<file path="config.mk">
export PLATFORM = sky130hd
export DESIGN_NAME = ghostbox_cmd_ctrl
export DESIGN_NICKNAME = d
export VERILOG_FILES = /design/src/rtl/ghostbox_cmd_ctrl.sv
export SDC_FILE = /design/constraint.sdc
export NUM_CORES = 1
export LEC_CHECK = 0
export CAP_MARGIN = 20
export CORE_ASPECT_RATIO = 0.9
export CORE_MARGIN = 8
export CORE_UTILIZATION = 40
export CTS_BUF_LIST = sky130_fd_sc_hd__clkbuf_8
export DETAILED_ROUTE_END_ITERATION = 16
export PLACE_DENSITY_LB_ADDON = 0.08
export SLEW_MARGIN = 10
export SYNTH_ARGS = -nofsm -noshare
export SYNTH_HDL_FRONTEND = slang
export SYNTH_SLANG_ARGS = --single-unit
</file>
<file path="constraint.sdc">
create_clock -name i_clk -period 3.25 [get_ports i_clk]
set_input_delay 0.4875 -clock i_clk [delete_from_list [all_inputs] [get_ports i_clk]]
set_output_delay 0.4875 -clock i_clk [all_outputs]
set_load 0.05 [all_outputs]
</file>
<file path="src/rtl/ghostbox_cmd_ctrl.sv">
// Ghostbox command sequencer: decodes opcode/argument frames from the UART byte stream into
// display/clicker registers, with argument timeout and link watchdog. Macro: CMD_CHECKSUM_EN.
module ghostbox_cmd_ctrl #(
  parameter int unsigned RX_INVERT    = 1,
  parameter int unsigned CLK_HZ       = 50000000,
  parameter int unsigned ARG_TIMEOUT  = 5000000,
  parameter int unsigned LINK_TIMEOUT = 100000000
) (
  input  logic       i_clk,
  input  logic       i_rst,
  input  logic       i_rx_done,
  input  logic [7:0] i_rx_byte,
  output logic [7:0] o_sevseg_num,
  output logic [3:0] o_buzz_freq,
  output logic       o_buzz_en,
  output logic       o_update,
  output logic       o_err,
  output logic [7:0] o_err_cnt,
  output logic       o_link_lost
);

  localparam logic [7:0] OP_SET_NUM  = 8'h01;
  localparam logic [7:0] OP_SET_FREQ = 8'h02;
  localparam logic [7:0] OP_MUTE     = 8'h03;
  localparam logic [7:0] OP_UNMUTE   = 8'h04;

  localparam int unsigned AT_W = (ARG_TIMEOUT > 1) ? $clog2(ARG_TIMEOUT) : 1;
  localparam logic [AT_W-1:0] AT_LAST = AT_W'(ARG_TIMEOUT - 1);

  if (ARG_TIMEOUT == 0 || CLK_HZ == 0) begin : g_bad_param
    $error("ghostbox_cmd_ctrl: ARG_TIMEOUT and CLK_HZ must be nonzero");
  end

  typedef enum logic [1:0] {
    S_IDLE     = 2'd0,
    S_WAIT_ARG = 2'd1,
    S_APPLY    = 2'd2
`ifdef CMD_CHECKSUM_EN
    , S_WAIT_CSUM = 2'd3
`endif
  } state_t;

  function automatic logic [7:0] sat_inc8(input logic [7:0] v);
    return (v == 8'hFF) ? v : v + 8'd1;
  endfunction

  state_t          state_q, state_d;
  logic [AT_W-1:0] arg_cnt_q;
  logic [7:0]      rx_b;
  logic            op_valid, arg_expired, freq_bad;
  logic            cap_op, cap_arg, cnt_run, err_evt, apply_ok;
  logic [7:0]      op_p0, arg_p0;
  logic            buzz_en_q, link_lost;
`ifdef CMD_CHECKSUM_EN
  logic [7:0]      csum_p0;
`endif

  assign rx_b        = (RX_INVERT != 0) ? ~i_rx_byte : i_rx_byte;
  assign op_valid    = (rx_b >= OP_SET_NUM) && (rx_b <= OP_UNMUTE);
  assign arg_expired = (arg_cnt_q == AT_LAST);
  assign freq_bad    = (op_p0 == OP_SET_FREQ) && (arg_p0[7:4] != 4'h0);

  always_ff @(posedge i_clk or posedge i_rst) begin
    if (i_rst) begin
      state_q   <= S_IDLE;
      arg_cnt_q <= '0;
    end else begin
      state_q   <= state_d;
      arg_cnt_q <= cnt_run ? arg_cnt_q + AT_W'(1) : '0;
    end
  end

  always_comb begin
    state_d = state_q;
    case (state_q)
      S_IDLE: begin
        if (i_rx_done && op_valid) begin
          if (rx_b == OP_SET_NUM || rx_b == OP_SET_FREQ) state_d = S_WAIT_ARG;
`ifdef CMD_CHECKSUM_EN
          else state_d = S_WAIT_CSUM;
`else
          else state_d = S_APPLY;
`endif
        end
      end
      S_WAIT_ARG: begin
`ifdef CMD_CHECKSUM_EN
        if (i_rx_done) state_d = S_WAIT_CSUM;
`else
        if (i_rx_done) state_d = S_APPLY;
`endif
        else if (arg_expired) state_d = S_IDLE;
      end
`ifdef CMD_CHECKSUM_EN
      S_WAIT_CSUM: begin
        if (i_rx_done) state_d = (rx_b == csum_p0) ? S_APPLY : S_IDLE;
        else if (arg_expired) state_d = S_IDLE;
      end
`endif
      S_APPLY: state_d = S_IDLE;
      default: state_d = S_IDLE;
    endcase
  end

  // A byte arriving at the timeout edge still counts: rx_done is checked before expiry.
  always_comb begin
    cap_op   = 1'b0;
    cap_arg  = 1'b0;
    cnt_run  = 1'b0;
    err_evt  = 1'b0;
    apply_ok = 1'b0;
    case (state_q)
      S_IDLE: begin
        cap_op  = i_rx_done & op_valid;
        err_evt = i_rx_done & ~op_valid;
      end
      S_WAIT_ARG: begin
        cap_arg = i_rx_done;
        cnt_run = ~i_rx_done & ~arg_expired;
        err_evt = ~i_rx_done & arg_expired;
      end
`ifdef CMD_CHECKSUM_EN
      S_WAIT_CSUM: begin
        cnt_run = ~i_rx_done & ~arg_expired;
        err_evt = i_rx_done ? (rx_b != csum_p0) : arg_expired;
      end
`endif
      S_APPLY: begin
        apply_ok = ~freq_bad;
        err_evt  = freq_bad | i_rx_done;
      end
      default: ;
    endcase
  end

  // Stage p0: captured frame fields, consumed in APPLY.
  always_ff @(posedge i_clk) begin
    if (cap_op)  op_p0  <= rx_b;
    if (cap_arg) arg_p0 <= rx_b;
`ifdef CMD_CHECKSUM_EN
    if (cap_op)       csum_p0 <= rx_b;
    else if (cap_arg) csum_p0 <= csum_p0 ^ rx_b;
`endif
  end

  // Stage p1: output registers updated from the APPLY cycle.
  always_ff @(posedge i_clk or posedge i_rst) begin
    if (i_rst) begin
      o_sevseg_num <= 8'h00;
      o_buzz_freq  <= 4'h1;
      buzz_en_q    <= 1'b1;
      o_update     <= 1'b0;
      o_err        <= 1'b0;
      o_err_cnt    <= 8'h00;
    end else begin
      o_update <= apply_ok;
      o_err    <= err_evt;
      if (err_evt) o_err_cnt <= sat_inc8(o_err_cnt);
      if (apply_ok) begin
        case (op_p0)
          OP_SET_NUM:  o_sevseg_num <= arg_p0;
          OP_SET_FREQ: o_buzz_freq  <= arg_p0[3:0];
          OP_MUTE:     buzz_en_q    <= 1'b0;
          default:     buzz_en_q    <= 1'b1;
        endcase
      end
    end
  end

  if (LINK_TIMEOUT > 0) begin : g_wdog
    localparam int unsigned WD_W = $clog2(LINK_TIMEOUT + 1);
    localparam logic [WD_W-1:0] WD_MAX = WD_W'(LINK_TIMEOUT);
    logic [WD_W-1:0] wd_cnt_q;

    always_ff @(posedge i_clk or posedge i_rst) begin
      if (i_rst)                   wd_cnt_q <= '0;
      else if (apply_ok)           wd_cnt_q <= '0;
      else if (wd_cnt_q != WD_MAX) wd_cnt_q <= wd_cnt_q + WD_W'(1);
    end

    assign link_lost = (wd_cnt_q == WD_MAX);
  end else begin : g_no_wdog
    assign link_lost = 1'b0;
  end

  // Link loss mutes at the port only; the commanded enable survives for recovery.
  assign o_buzz_en   = buzz_en_q & ~link_lost;
  assign o_link_lost = link_lost;

endmodule

</file>
==> metrics.md, run 1 <==
| Metric | Value |
|---|---|
| Status | finished, final reports clean |
| R2R cell count | 5 |
| Clock Skews | 13.2 ps |
| EDFF count, synth | 16 |
| Area of the multi-input gates | 1830 sq um |
| Synth Area in Compound Gates | 0.0456 |
| CTS sink count | 91 |
| CP arrival | 2460 ps |
| Top post-synthesis cells by area | dfrtp_1, edfxtp_1, xnor2_1 |
| Switching pwr | 0.840 mW |
| Die W | 125 microns |
| Max cap viols | 0 |
| Core ar. | 10,600 sq um |
| Gr ovfl total | 0 |
| RSZ-0062 raised after global routing | false |
| I/O pin total | 35 |
| LEAKAGE | 2.12 nW |
| Combinational power share | 0.205 |
| Final hold vios | 0 |
| Fillers | 1,005 |
| Final WL | 8.40 mm |
| Fmax | 339 MHz |
| Vias per inst | 5.09 |
| Crit path max fanout | 4 |
| Share of layout cells above drive strength 1 | 0.124 |
| Pwr dens | 529 nW/um^2 |
| Reg power frac | 0.507 |
| Gate Count Post-Synth | 387 |
| Largest net degree at the start of global routing | 29 |
| P&R area growth vs syn | 17.3% |
| CP Capture Type | output port |
| Top-count cell post-synth | dfrtp_1 |
| Synth unique cells | 48 |
| CP max stage delay | 730 ps |
| DRT antenna net count | 0 |
| Total CTS buffers | 9 |
| Die Y-Extent | 114 microns |
| Synthesized net count | 402 |
| Routability Congestion | 0.773 |
| Most common library cells after synthesis | dfrtp_1, nor2_1, xnor2_1, nand2_1, xor2_1 |
| Fraction of registers with async set/reset | 0.824 |
| Hold_buf cts | 0 |
| CTS H-tree depth | 3 |
| Hold Crit Class | reg -> reg |
| CP Cell Sequence | nor4_1, nand2_1, nor4_4, nor2_1, clkdlybuf4s50_1 |
| Input/output buffers | 34 |
| Root Buffer | clkbuf_8 |
| Row count | 36 |
| Sw frac | 0.316 |
| Post-Synth Simple-Gate Area | 0.221 |
| Final Slew Violations | 0 |
| Slowest CP cell | clkdlybuf4s50_1 |
| Initial antenna violation count | 0 |
| Slew headroom | 0.572 |
| # diodes | 0 |
| Die ar. | 14,300 sq um |
| Peak supply drop | 437 uV |
| FF+latch area | 2360 sq um |
| Synthesized flop and latch total | 91 |
| Non-Filler Instances | 569 |
| CTS tree | yes |
| Worst setup SP type | flop |
| Synth Cell Area | 4280 sq um |
| Post-synthesis mux area share | 0.0435 |
| Synth Area per Inst | 11.1 sq um |
| Clk slew on worst S/H paths | 80 ps |
| Setup TNS Final | 0 ps |
| Yosys top cell area share | 0.427 |
| Largest family of logic cells by synthesized area | simple AND/OR/NAND/NOR gates |
| Critical path type | reg -> out |
| Register area share after synthesis | 0.551 |
| First-pass GRT wire length | 14.6 mm |
| Top_reg_cell synth | dfrtp_1 |
| Slew @ Worst Pin | 639 ps |
| Gr usage total | 0.126 |
| Leading area contributor after synthesis | dfrtp_1 |
| Initial Util | 0.403 |
| Yosys synthesis warning count | 0 |
| Synth Area in Adders | 0.0117 |
| Final period util | 0.907 |
| DRC | 0 |
| Cells on Worst Hold Path | 1 |
| Vias in the first global route | 2,963 |
| Clk buf depth | 2 |
| Vias | 2,899 |
| Post-CTS setup buffer count | 0 |
| Clock power share | 0.288 |
| Final setup viols | 0 |
| TritonRoute pass-1 iters | 6 |
| XOR/XNOR share of the synthesized area | 0.102 |
| Starting DRT DRC Count | 159 |
| DR WL/cell | 14.8 microns |
| Post-DP HPWL | 5.92 mm |
| Cells after DPL | 553 |
| Nets@finish | 446 |
| Worst EP required | 2760 ps |
| Internal Power | 1.82 mW |
| Final min period | 2950 ps |
| Clk Latency, worst-skew pair | 360 ps |
[power groups by stage]
stage	registers (mW)	logic, mW	clock network [mW]
floorplan	1.49	0.244	0
global placement	1.37	0.543	0
CTS	1.35	0.551	0.806
detailed placement	1.37	0.549	0
finish	1.35	0.544	0.765
global route	1.37	0.603	0.847
[stage by stage]
step	area, sq um	hold WS [ps]	setup slack [ps]	power, mW	utilization
final	5020	455	303	2.66	0.472
after floorplan	4280	424	288	1.74	-
after detailed placement	4820	447	454	1.92	0.453
after global routing	5020	482	111	2.82	0.472
after CTS	5010	459	19.2	2.71	0.471
after global placement	4820	442	444	1.91	0.453
[kinds of logic (layout without fill, tap and decap cells)]
group / Yosys count / count (layout)
multiplexers: 16 / 16
flip-flops: 91 / 91
adder cells (fa/ha/maj): 4 / 4
AO/OA/AOI/OAI: 25 / 25
AND/OR/NAND/NOR: 174 / 174
XOR/XNOR: 50 / 50
buffers and inverters: 27 / 76
[worst max-delay path, delay by kind of cell, from the launching register on]
kind                   cells  cell delay, ps
AND/OR/NAND/NOR            4             950
buffers and inverters      1             730
flip-flops                 1             420
[what timing repair did]
action / in CTS / in global routing
endpoints found under the hold margin: 0 / 0
setup endpoints to repair: 0 / 2
gates resized for setup: 0 / 2
[flip-flops by register name, summed over array words and instances (netlist names)]
| register | cells |
|---|---|
| arg_cnt_q | 23 |
| arg_p0 | 8 |
| buzz_en_q | 1 |
| g_wdog.wd_cnt_q | 27 |
| o_buzz_freq | 4 |
| o_err | 1 |
| o_err_cnt | 8 |
| o_sevseg_num | 8 |
| o_update | 1 |
| op_p0 | 8 |
| state_q | 2 |
[final cells by class]
| class | instances | share of cell area |
|---|---|---|
| flip-flops and latches | 91 | 0.470 |
| multi-input cells | 269 | 0.364 |
| repair buffers | 40 | 0.0797 |
| well taps | 133 | 0.0331 |
| clock buffers | 9 | 0.0247 |
| inverters | 20 | 0.0149 |
| clock inverters | 7 | 0.0140 |
[worst paths after layout]
path	from	endpoint	slack [ps]
max	g_wdog.wd_cnt_q[5]$_DFFE_PP0P_	o_buzz_en	300
min	arg_cnt_q[0]$_DFF_PP0_	arg_cnt_q[0]$_DFF_PP0_	460
max reg2reg	state_q[0]$_DFFE_PP0P_	o_err_cnt[1]$_DFFE_PP0P_	1020
min reg2reg	arg_cnt_q[0]$_DFF_PP0_	arg_cnt_q[0]$_DFF_PP0_	460
max in group asynchronous	i_rst	g_wdog.wd_cnt_q[0]$_DFFE_PP0P_	1940
min in group asynchronous	i_rst	o_sevseg_num[5]$_DFFE_PP0P_	520
[routing by layer]
layer | part of all wire | global-route usage | up-vias
li1 | - | - | 1438
met4 | 0.015 | 0.0462 | 0
met3 | 0.047 | 0.0424 | 11
met1 | 0.50 | 0.163 | 1408
met5 | 0 | 0 | -
met2 | 0.44 | 0.193 | 42
[layout by cell type, fill, tap and decap left out, types with 3 or more instances in the layout]
master           instances
dfrtp_1                 73
nor2_1                  59
clkdlybuf4s50_1         33
xnor2_1                 27
nand2_1                 26
xor2_1                  23
inv_1                   19
nand3_1                 16
nand4_1                 16
edfxtp_1                16
mux2_2                  12
and3_1                  11
clkbuf_8                 9
nor3_1                   8
a21oi_1                  7
and4_1                   6
nor4_1                   6
o21ai_0                  5
buf_4                    5
nor4_4                   4
or3_1                    4
o211ai_1                 4
ha_1                     4
and2_1                   3
Power figures use the tool's default switching activity.
==> run 2, diff against run 1 <==
--- a/config.mk
+++ b/config.mk
@@ -6,7 +6,6 @@
 export NUM_CORES = 1
 export LEC_CHECK = 0
 export CAP_MARGIN = 20
-export CORE_ASPECT_RATIO = 0.9
 export CORE_MARGIN = 8
 export CORE_UTILIZATION = 40
 export CTS_BUF_LIST = sky130_fd_sc_hd__clkbuf_8
==> run 2 against run 1 <==
Setup slack lost 38 ps. Register-to-register slack gained 50 ps. Combinational power shrank 0.7%. Sequential power about the same. Wire length decreased by 1.7%. Clock skew hardly changed. Power shrank 1.3%. Die area about the same. Critical endpoint unchanged. Largest cell class unchanged.
==> metrics.md, run 2 (synthesized netlist as in run 1, its figures left out) <==
| Metric | Value |
|---|---|
| Status | finished, final reports clean |
| Cells after DPL | 553 |
| Gr usage total | 0.120 |
| Nets@finish | 443 |
| CTS H-tree depth | 3 |
| Core ar. | 10,400 sq um |
| Largest net degree at the start of global routing | 76 |
| Routability Congestion | 0.762 |
| Crit path from | g_wdog.wd_cnt_q[25]$_DFFE_PP0P_ |
| Critical R2R Launch | arg_cnt_q[6]$_DFF_PP0_ |
| CTS sink count | 91 |
| Commonest non-fill, non-tap cell in the layout | dfrtp_1 |
| P&R area growth vs syn | 16.6% |
| First-pass GRT wire length | 14.2 mm |
| Fillers | 993 |
| Final Util | 0.481 |
| Final Slew Violations | 0 |
| DRT antenna net count | 0 |
| Clk Latency, worst-skew pair | 360 ps |
| Setup TNS Final | 0 ps |
| Final min period | 2990 ps |
| Reg2reg setup slack | 1070 ps |
| Die W | 119 microns |
| Biggest regs | g_wdog.wd_cnt_q: 27 flops, arg_cnt_q: 23 flops |
| Dpl ws | 503 ps |
| Slew headroom | 0.557 |
| Worst EP required | 2760 ps |
| Die Y-Extent | 119 microns |
| WHS | 464 ps |
| Post-CTS sizing | 0 |
| Non-Filler Instances | 569 |
| Internal Power | 1.76 mW |
| Vias in the first global route | 2,985 |
| Post-CTS setup buffer count | 0 |
| Hold Crit Class | reg -> reg |
| Combinational power share | 0.206 |
| RSZ-0062 raised after global routing | false |
| Reg power frac | 0.514 |
| Total power | 2.62 mW |
| DR WL/cell | 14.5 microns |
| Final period util | 0.919 |
| Fmax | 335 MHz |
| Pwr dens | 525 nW/um^2 |
| Clk slew on worst S/H paths | 100 ps |
| Vias | 2,902 |
| Root Buffer | clkbuf_8 |
| Final WL | 8.26 mm |
| Critical path type | reg -> out |
| Crit path max fanout | 4 |
| Input/output buffers | 34 |
| # diodes | 0 |
| Initial antenna violation count | 0 |
| Max cap viols | 0 |
| TritonRoute pass-1 iters | 4 |
| Gr ovfl total | 0 |
| Sw frac | 0.330 |
| CTS tree | yes |
| Post-route cell area | 4990 sq um |
| Most frequent cells in the layout | dfrtp_1, nor2_1, clkdlybuf4s50_1, xnor2_1, nand2_1 |
| Final setup viols | 0 |
| Reg with most FFs | g_wdog.wd_cnt_q |
| Placed Area | 4800 sq um |
| Row count | 37 |
| Die ar. | 14,300 sq um |
| I/O pin total | 35 |
| Final hold vios | 0 |
| Clock power share | 0.280 |
| Worst setup path end | o_buzz_en |
| Setup WS post-layout | 265 ps |
| Initial Util | 0.413 |
| CP arrival | 2500 ps |
| Vias per inst | 5.10 |
| Share of layout cells above drive strength 1 | 0.120 |
| Slew @ Worst Pin | 662 ps |
| Slowest CP cell | clkdlybuf4s50_1 |
| Total CTS buffers | 9 |
| Hold_buf cts | 0 |
| CP max stage delay | 710 ps |
| Starting DRT DRC Count | 146 |
| R2r endpoint | o_err_cnt[7]$_DFFE_PP0P_ |
| Clk buf depth | 2 |
| DRC | 0 |
| CP Capture Type | output port |
| R2R cell count | 5 |
| Clock Skews | 12.8 ps |
| LEAKAGE | 2.08 nW |
| Worst setup SP type | flop |
| Post-DP HPWL | 5.79 mm |
| Switching pwr | 0.865 mW |
| Largest register FFs | 27 |
| Peak supply drop | 441 uV |
| CP Cell Sequence | nor4_1, nand3_1, nor4_2, nor2_1, clkdlybuf4s50_1 |
==> run 2: changes by cell type in the layout (fill, tap and decap cells not counted), sizes merged <==
cell and delta:
buf -3, bufinv -1, inv +1
==> run 2: area by class of cell <==
class | count | area (sq um) | share of cell area
clock inverter | 7 | 66.3 | 0.0133
timing repair buffer | 37 | 378 | 0.0757
inverter | 20 | 76.3 | 0.0153
tap | 136 | 170 | 0.0341
sequential | 91 | 2360 | 0.473
multi-input combinational | 269 | 1820 | 0.364
clock buffer | 9 | 124 | 0.0248
==> run 2: how the worst min path moves through the flow <==
stage,from,to,slack [ps],cells past startpoint
final,arg_cnt_q[0]$_DFF_PP0_,arg_cnt_q[0]$_DFF_PP0_,460,1
after global routing,arg_cnt_q[0]$_DFF_PP0_,arg_cnt_q[0]$_DFF_PP0_,470,1
after CTS,arg_cnt_q[0]$_DFF_PP0_,arg_cnt_q[0]$_DFF_PP0_,460,1
after detailed placement,arg_cnt_q[0]$_DFF_PP0_,arg_cnt_q[0]$_DFF_PP0_,450,1
after global placement,arg_cnt_q[0]$_DFF_PP0_,arg_cnt_q[0]$_DFF_PP0_,440,1
after floorplan,arg_cnt_q[0]$_DFF_PP0_,arg_cnt_q[0]$_DFF_PP0_,420,1
==> run 2: layer usage <==
metal	routed length (microns)	share of wire	track usage
met1	3840	0.47	0.151
met4	85	0.010	0.0328
met5	0	0	0
met3	276	0.033	0.0345
met2	4060	0.49	0.199
==> run 2: critical path, delay by kind of cell, from the launching register on <==
family                 cells  cell delay (ps)
buffers and inverters      1              710
and+or+nand+nor            4             1010
DFF                        1              420
==> run 2: power groups by stage <==
stage / clock [mW] / sequential [mW] / combinational, mW
floorplan: 0 / 1.49 / 0.244
global placement: 0 / 1.37 / 0.539
detailed placement: 0 / 1.37 / 0.545
CTS: 0.773 / 1.35 / 0.548
global route: 0.812 / 1.36 / 0.587
finish: 0.735 / 1.35 / 0.540
